`src/rtl/z_move_sched_pkg.sv`:
```
// ---------------------------------------------------------------------------
// z_move_sched_pkg
// Shared definitions for the Z-axis move scheduler:
//   - CMD_W               : width of one queued command record {steps, speed}
//   - DEFAULT_DEPTH       : default command FIFO depth
//   - DEFAULT_ACK_TIMEOUT : default cycles allowed for the stepper to ack a start
//   - move_state_t        : scheduler FSM state encoding (also exported as dbg_state)
//   - cmd_is_valid()      : a command is runnable only with non-zero magnitude and speed
// ---------------------------------------------------------------------------
package z_move_sched_pkg;

    localparam int CMD_W               = 64;
    localparam int DEFAULT_DEPTH       = 8;
    localparam int DEFAULT_ACK_TIMEOUT = 2;
    localparam int STATE_W             = 3;

    typedef enum logic [STATE_W-1:0] {
        S_IDLE     = 3'd0,
        S_LOAD     = 3'd1,
        S_START    = 3'd2,
        S_WAIT_ACK = 3'd3,
        S_RUN      = 3'd4,
        S_DONE     = 3'd5
    } move_state_t;

    // Record layout: [63] direction, [62:32] step magnitude, [31:0] half-period.
    function automatic logic cmd_is_valid(input logic [CMD_W-1:0] cmd);
        return (cmd[62:32] != '0) && (cmd[31:0] != '0);
    endfunction

endpackage

```
`src/rtl/z_move_sched_cmd_fifo.sv`:
```
// ---------------------------------------------------------------------------
// z_cmd_fifo
// Synchronous command FIFO with flush and occupancy count.
// Ports:
//   clk, reset_n      : clock, synchronous active-low reset
//   push, push_data   : write request; ignored when full, during flush or reset
//   pop               : drop the head entry; ignored when empty or during flush
//   flush             : empty the FIFO on this edge (wins over push and pop)
//   head              : entry at the read pointer (valid when !empty)
//   count, empty      : occupancy, 0..DEPTH
// DEPTH must be a power of two so the pointers wrap by natural overflow.
// ---------------------------------------------------------------------------
module z_cmd_fifo #(
    parameter int DEPTH = 8,
    parameter int WIDTH = 64
) (
    input  logic                     clk,
    input  logic                     reset_n,
    input  logic                     push,
    input  logic [WIDTH-1:0]         push_data,
    input  logic                     pop,
    input  logic                     flush,
    output logic [WIDTH-1:0]         head,
    output logic [$clog2(DEPTH):0]   count,
    output logic                     empty
);

    localparam int AW = $clog2(DEPTH);
    localparam int CW = AW + 1;

    logic [WIDTH-1:0] mem [DEPTH];
    logic [AW-1:0]    wr_ptr;
    logic [AW-1:0]    rd_ptr;
    logic             do_push;
    logic             do_pop;

    assign empty   = (count == '0);
    assign do_push = push && reset_n && !flush && (count < CW'(DEPTH));
    assign do_pop  = pop && reset_n && !flush && !empty;
    assign head    = mem[rd_ptr];

    always_ff @(posedge clk) begin
        if (!reset_n || flush) begin
            wr_ptr <= '0;
            rd_ptr <= '0;
            count  <= '0;
        end else begin
            if (do_push) wr_ptr <= wr_ptr + 1'b1;
            if (do_pop)  rd_ptr <= rd_ptr + 1'b1;
            // Simultaneous push and pop leaves the count unchanged.
            if (do_push && !do_pop)      count <= count + 1'b1;
            else if (do_pop && !do_push) count <= count - 1'b1;
        end
    end

    // Storage carries no reset; only the pointers define what is valid.
    always_ff @(posedge clk) begin
        if (do_push) mem[wr_ptr] <= push_data;
    end

endmodule

```
`src/rtl/z_move_sched.sv`:
```
// ---------------------------------------------------------------------------
// z_move_sched
// Queues Z-axis move commands from a host and issues them one at a time to a
// stepper driver, tracking ack, completion, stalls and rejected commands.
// Ports:
//   clk, reset_n                 : clock, synchronous active-low reset
//   cmd_valid/cmd_ready          : host enqueue handshake
//   cmd_steps, cmd_speed         : {dir, magnitude[30:0]} and half-period
//   abort                        : pulse, flushes the queue (running move continues)
//   stepper_step_in/_speed       : move currently presented to the stepper
//   start_driving                : one-cycle start strobe
//   stepper_enable               : equals busy
//   stepper_driving, _step_out   : stepper status and residual step count
//   busy, done_pulse             : activity and one-cycle move-complete strobe
//   stall_flag, reject_flag      : sticky; cleared by reset or an IDLE write
//   queue_count, last_remaining  : occupancy, residual magnitude of last move
//   dbg_state                    : current FSM state (move_state_t encoding)
//
// Handshake: a command is written on a rising edge where cmd_valid and
// cmd_ready are both 1 and abort is 0. cmd_ready depends only on queue_count,
// never on cmd_valid, so the host may hold cmd_valid until it sees cmd_ready.
// The running move's command stays at the FIFO head until DONE (or a reject)
// pops it, so it is included in queue_count.
// ---------------------------------------------------------------------------
module z_move_sched
    import z_move_sched_pkg::*;
#(
    parameter int DEPTH          = DEFAULT_DEPTH,
    parameter int ACK_TIMEOUT    = DEFAULT_ACK_TIMEOUT,
    parameter int FLUSH_ON_STALL = 1
) (
    input  logic                     clk,
    input  logic                     reset_n,
    input  logic                     cmd_valid,
    output logic                     cmd_ready,
    input  logic [31:0]              cmd_steps,
    input  logic [31:0]              cmd_speed,
    input  logic                     abort,
    output logic [31:0]              stepper_step_in,
    output logic [31:0]              stepper_speed,
    output logic                     start_driving,
    output logic                     stepper_enable,
    input  logic                     stepper_driving,
    input  logic [31:0]              stepper_step_out,
    output logic                     busy,
    output logic                     done_pulse,
    output logic                     stall_flag,
    output logic                     reject_flag,
    output logic [$clog2(DEPTH):0]   queue_count,
    output logic [30:0]              last_remaining,
    output logic [STATE_W-1:0]       dbg_state
);

    localparam int          CNT_W    = $clog2(DEPTH) + 1;
    localparam logic [15:0] ACK_LAST = 16'(ACK_TIMEOUT - 1);
    localparam bit          FLUSH_EN = (FLUSH_ON_STALL != 0);

    move_state_t      state;
    logic [15:0]      wait_cnt;
    // Set while the running move's command is still the FIFO head; a flush
    // removes it, and the later pop must then not consume a newer command.
    logic             owns_head;
    logic [CMD_W-1:0] fifo_head;
    logic             fifo_empty;
    logic             fifo_push;
    logic             fifo_pop;
    logic             fifo_flush;
    logic             head_ok;
    logic             ack_expired;
    logic             stalled_now;
    logic             unused_step_out_dir;

    assign cmd_ready      = (queue_count < CNT_W'(DEPTH));
    assign fifo_push      = cmd_valid && cmd_ready && !abort;
    assign head_ok        = cmd_is_valid(fifo_head);
    assign ack_expired    = (state == S_WAIT_ACK) && !stepper_driving && (wait_cnt == ACK_LAST);
    assign stalled_now    = (state == S_DONE) && (stepper_step_out[30:0] != '0);
    assign fifo_flush     = abort || (stalled_now && FLUSH_EN);
    assign fifo_pop       = ((state == S_LOAD) && !fifo_empty && !head_ok)
                          || (ack_expired && owns_head)
                          || ((state == S_DONE) && owns_head);
    assign busy           = (state != S_IDLE) || (queue_count != '0);
    assign stepper_enable = busy;
    assign dbg_state      = state;
    // Only the residual magnitude matters; its direction bit is not used.
    assign unused_step_out_dir = stepper_step_out[31];

    z_cmd_fifo #(
        .DEPTH (DEPTH),
        .WIDTH (CMD_W)
    ) u_fifo (
        .clk       (clk),
        .reset_n   (reset_n),
        .push      (fifo_push),
        .push_data ({cmd_steps, cmd_speed}),
        .pop       (fifo_pop),
        .flush     (fifo_flush),
        .head      (fifo_head),
        .count     (queue_count),
        .empty     (fifo_empty)
    );

    always_ff @(posedge clk) begin
        if (!reset_n) begin
            state           <= S_IDLE;
            wait_cnt        <= '0;
            owns_head       <= 1'b0;
            start_driving   <= 1'b0;
            done_pulse      <= 1'b0;
            stepper_step_in <= '0;
            stepper_speed   <= '0;
            last_remaining  <= '0;
            stall_flag      <= 1'b0;
            reject_flag     <= 1'b0;
        end else begin
            start_driving <= 1'b0;
            done_pulse    <= 1'b0;
            case (state)
                S_IDLE: begin
                    if (fifo_push) begin
                        stall_flag  <= 1'b0;
                        reject_flag <= 1'b0;
                    end
                    if (!fifo_empty) state <= S_LOAD;
                end
                S_LOAD: begin
                    // An abort in the IDLE cycle can leave nothing to load.
                    if (fifo_empty) begin
                        state <= S_IDLE;
                    end else begin
                        stepper_step_in <= fifo_head[63:32];
                        stepper_speed   <= fifo_head[31:0];
                        if (!head_ok) begin
                            reject_flag <= 1'b1;
                            state       <= S_IDLE;
                        end else begin
                            start_driving <= 1'b1;
                            owns_head     <= 1'b1;
                            state         <= S_START;
                        end
                    end
                end
                S_START: begin
                    wait_cnt <= '0;
                    state    <= S_WAIT_ACK;
                end
                S_WAIT_ACK: begin
                    if (stepper_driving) begin
                        state <= S_RUN;
                    end else if (ack_expired) begin
                        // Stepper refused to start (e.g. endstop): drop the move.
                        reject_flag <= 1'b1;
                        owns_head   <= 1'b0;
                        state       <= S_IDLE;
                    end else begin
                        wait_cnt <= wait_cnt + 16'd1;
                    end
                end
                S_RUN: begin
                    if (!stepper_driving) begin
                        done_pulse <= 1'b1;
                        state      <= S_DONE;
                    end
                end
                S_DONE: begin
                    last_remaining <= stepper_step_out[30:0];
                    if (stalled_now) stall_flag <= 1'b1;
                    owns_head <= 1'b0;
                    state     <= S_IDLE;
                end
                default: state <= S_IDLE;
            endcase
            // Abort empties the FIFO, so the running move no longer has a head.
            if (abort) owns_head <= 1'b0;
        end
    end

endmodule

```
`config.mk`:
```
export PLATFORM = sky130hd
export DESIGN_NAME = z_move_sched
export DESIGN_NICKNAME = d
export VERILOG_FILES = /design/src/rtl/z_move_sched_pkg.sv /design/src/rtl/z_move_sched_cmd_fifo.sv /design/src/rtl/z_move_sched.sv
export SDC_FILE = /design/constraint.sdc
export NUM_CORES = 1
export LEC_CHECK = 0
export CAP_MARGIN = 10
export CELL_PAD_IN_SITES_DETAIL_PLACEMENT = 1
export CELL_PAD_IN_SITES_GLOBAL_PLACEMENT = 1
export CORE_MARGIN = 10
export CORE_UTILIZATION = 49
export DETAILED_ROUTE_END_ITERATION = 6
export PLACE_DENSITY_LB_ADDON = 0.1
export SLEW_MARGIN = 40
export SYNTH_ARGS = -nofsm -noshare
export SYNTH_HDL_FRONTEND = slang
export SYNTH_SLANG_ARGS = --single-unit
```
`constraint.sdc`:
```
create_clock -name clk -period 10.9 [get_ports clk]
set_clock_uncertainty 0.05 [all_clocks]
set_input_delay 2.18 -clock clk [delete_from_list [all_inputs] [get_ports clk]]
set_output_delay 2.18 -clock clk [all_outputs]
set_load 0.01 [all_outputs]
```
==> flow_summary.toml <==
[worst_setup_path]
crit_type = "reg -> reg"
cp_max_fo = 56
endpoint_kind = "flip-flop"
worstSetupStartpointType = "flip-flop"
required_ns = 11.38
critPathArrivalTime_ns = 6.81
reg2regPathDepth = 18

[pwr]
comb_power_share_pct = 2.1
switching_share_pct = 19.8
p_int_w = 0.00399
p_seq_share_pct = 53.4
ir_drop_uv = 136
leakage_nw = 9.51
power_frac_clock_pct = 44.5
p_switching_w = 0.000986
p_per_area_nw_per_um2 = 165

[job]
cap_violations = 0

[layout]
nFillCells = 4656
final_common_cell = "edfxtp_1"
multiInputGateArea_sq_um = 6780
drive_gt1_share_pct = 14.7
fin_nets = 1889
syn2layout_area_growth_pct = 20.0
layout_common_cells = "512 x edfxtp_1, 208 x clkdlybuf4s50_1, 139 x nand2_1, 129 x dfxtp_1, 120 x nor2_1"
seq_area_sq_um = 18000

[timing]
grt_setup_unrepaired = "false"
finalSetupTns_ns = 0
finalSetupViolations = 0
period_needed_ns = 6.33
slew_viol_final = 0
tightest_slew_ns = 0.818
max_freq_ghz = 0.158
fin_ws_ns = 4.57
finalHoldViolations = 0
slew_headroom_pct = 45.4
period_share_pct = 58.1

[logic_synthesis]
yosys.area.top_type = "edfxtp_1"
synth_edf_count = 512
yosysTopAreaCellShare_pct = 61.1
yosysUniqueCellTypes = 63
syn_avg_cell_area_sq_um = 16.2
ys_ff_latch = 644
synth_fp_nets = 1666
synthCells = 1557
synth-main-ff-cell = "edfxtp_1"
syn_area_sq_um = 25200
postSynth.asyncResetShare_pct = 0
yosysSeqAreaShare_pct = 71.6
synth_area_leaders = "edfxtp_1 61%, dfxtp_1 11%, mux4_2 10%"
yosys_warnings = 0

[grt]
grt_usage_pct = 21.2
antenna_found_initial = 6
grt_max_degree = 94
grt_pass1_wl_mm = 98.2
grt_pass1_vias = 15866
overflow = 0

[floorplan]
die_area_sq_um = 60800
ioPinCount = 210
row_count = 82
die_h_microns = 247
dieWidth_microns = 247
start_util_pct = 49.9
core_area_sq_um = 50500

[route]
top_layer = "met5"
ant_nets = 0
wirelength_mm = 64.4
wire_per_inst_microns = 25.7
wirelength_met1_mm = 27.0
vias = 14653
dr_wl_met2_mm = 32.3
drc = 0
vias_per_cell = 5.84
wl_met3_mm = 3.71
drt-initial-drc-count = 1080
first_pass_iters = 5

[clock_network]
cts_buffers = 69
post_cts_buffers = 0
clk_path_buf_depth = 3
cts_tree = "built"
clk_latency_ns = 0.60
cts.sinks = 644
holdBufCountCts = 0
cts.clk_slew.worst_paths_ns = 0.06
htree_levels = 3
cts-root-buf = "clkbuf_16"
cts_resized = 0

[place]
numPortBuffers = 208
dp_hpwl_mm = 40.2
dpl_worst_slack_ns = 4.26
routabilityCongestion = 0.828

[worst_hold_path]
holdCritPathClass = "reg -> reg"
min_path_cells = 2

[status]
status = "finished clean"
==> power groups by stage <==
stage / sequential, W / combinational, W / clock (W)
detailed placement: 0.00271 / 0.000102 / 0
finish: 0.00266 / 0.000103 / 0.00222
floorplan: 0.00271 / 0.0000252 / 0
CTS: 0.00266 / 0.000103 / 0.00226
global route: 0.00266 / 0.000112 / 0.00237
global placement: 0.00271 / 0.0000974 / 0
==> synth_stat cells, types with 17 or more instances <==
cell,count
edfxtp_1,512
nand2_1,139
dfxtp_1,132
nor2_1,122
mux4_2,114
a21oi_1,68
mux2i_1,55
nor3_1,41
clkbuf_1,38
a211oi_1,31
buf_2,31
a311oi_1,26
nor4_1,25
o21ai_0,17
==> per-stage QoR <==
step                instance area [sq um]  hold WS, ns  instances  total power, W  utilization [%]
global route                        30200        0.432       2506         0.00514             59.8
global placement                    28000        0.391       2379         0.00281             55.5
finish                              30200        0.401       2508         0.00498             59.8
CTS                                 30200        0.405       2504         0.00503             59.7
floorplan                           25200        0.383       1557         0.00274                -
detailed placement                  28000        0.397       2379         0.00281             55.5
==> critical path, cell delays in order (launching register included) <==
cell and delay [ns]:
dfxtp_4 0.67, buf_4 0.67, buf_4 0.70, mux2i_1 0.32, a22o_1 0.21, o21ai_0 0.12
a2111oi_0 0.67, or4b_1 0.55, nor3_2 0.39, or3_1 0.24, nand2_1 0.08, ha_1 0.23
inv_1 0.11, ha_1 0.24, a21o_1 0.18, a21oi_1 0.17, xnor2_1 0.10, or3_1 0.31
a21oi_1 0.14
==> area by class of cell <==
| type | count | share of cell area, % |
|---|---|---|
| multi-input combinational | 815 | 22.5 |
| tap | 672 | 2.78 |
| inverter | 10 | 0.128 |
| clock inverter | 25 | 0.646 |
| clock buffer | 100 | 6.44 |
| sequential | 644 | 59.7 |
| antenna | 2 | 0.0166 |
| timing repair buffer | 240 | 7.85 |
==> state kept, by name (all words and copies together), names as in the netlist, named ones only <==
signal           cells
dbg_state            3
done_pulse           1
last_remaining      31
owns_head            1
reject_flag          1
stall_flag           1
start_driving        1
stepper_speed       32
stepper_step_in     32
u_fifo.count         4
u_fifo.mem         512
u_fifo.rd_ptr        3
u_fifo.wr_ptr        3
wait_cnt            16
==> final timing paths <==
path                                   startpoint                end  slack [ns]
worst max-delay path                    flip-flop    u_fifo.count[3]        4.57
worst min-delay path            last_remaining[1]  last_remaining[1]        0.40
worst max register to register          flip-flop    u_fifo.count[3]        4.57
worst min register to register  last_remaining[1]  last_remaining[1]        0.40
==> metal layers <==
metal | vias up | GRT usage (%)
met5 | - | 0
met4 | 6 | 6.15
met3 | 107 | 4.56
met2 | 423 | 36.0
met1 | 7532 | 27.1
li1 | 6585 | -
==> logic make-up after synthesis <==
| family | synth area share [%] |
|---|---|
| muxes | 12.7 |
| buffers and inverters | 1.72 |
| and+or+nand+nor | 7.90 |
| DFF | 71.6 |
| adders and majority gates | 0.428 |
| xor gates and xnor gates | 0.592 |
| AOI/OAI and AO/OA | 5.02 |
Note: power is estimated with default switching activity, not from simulation.
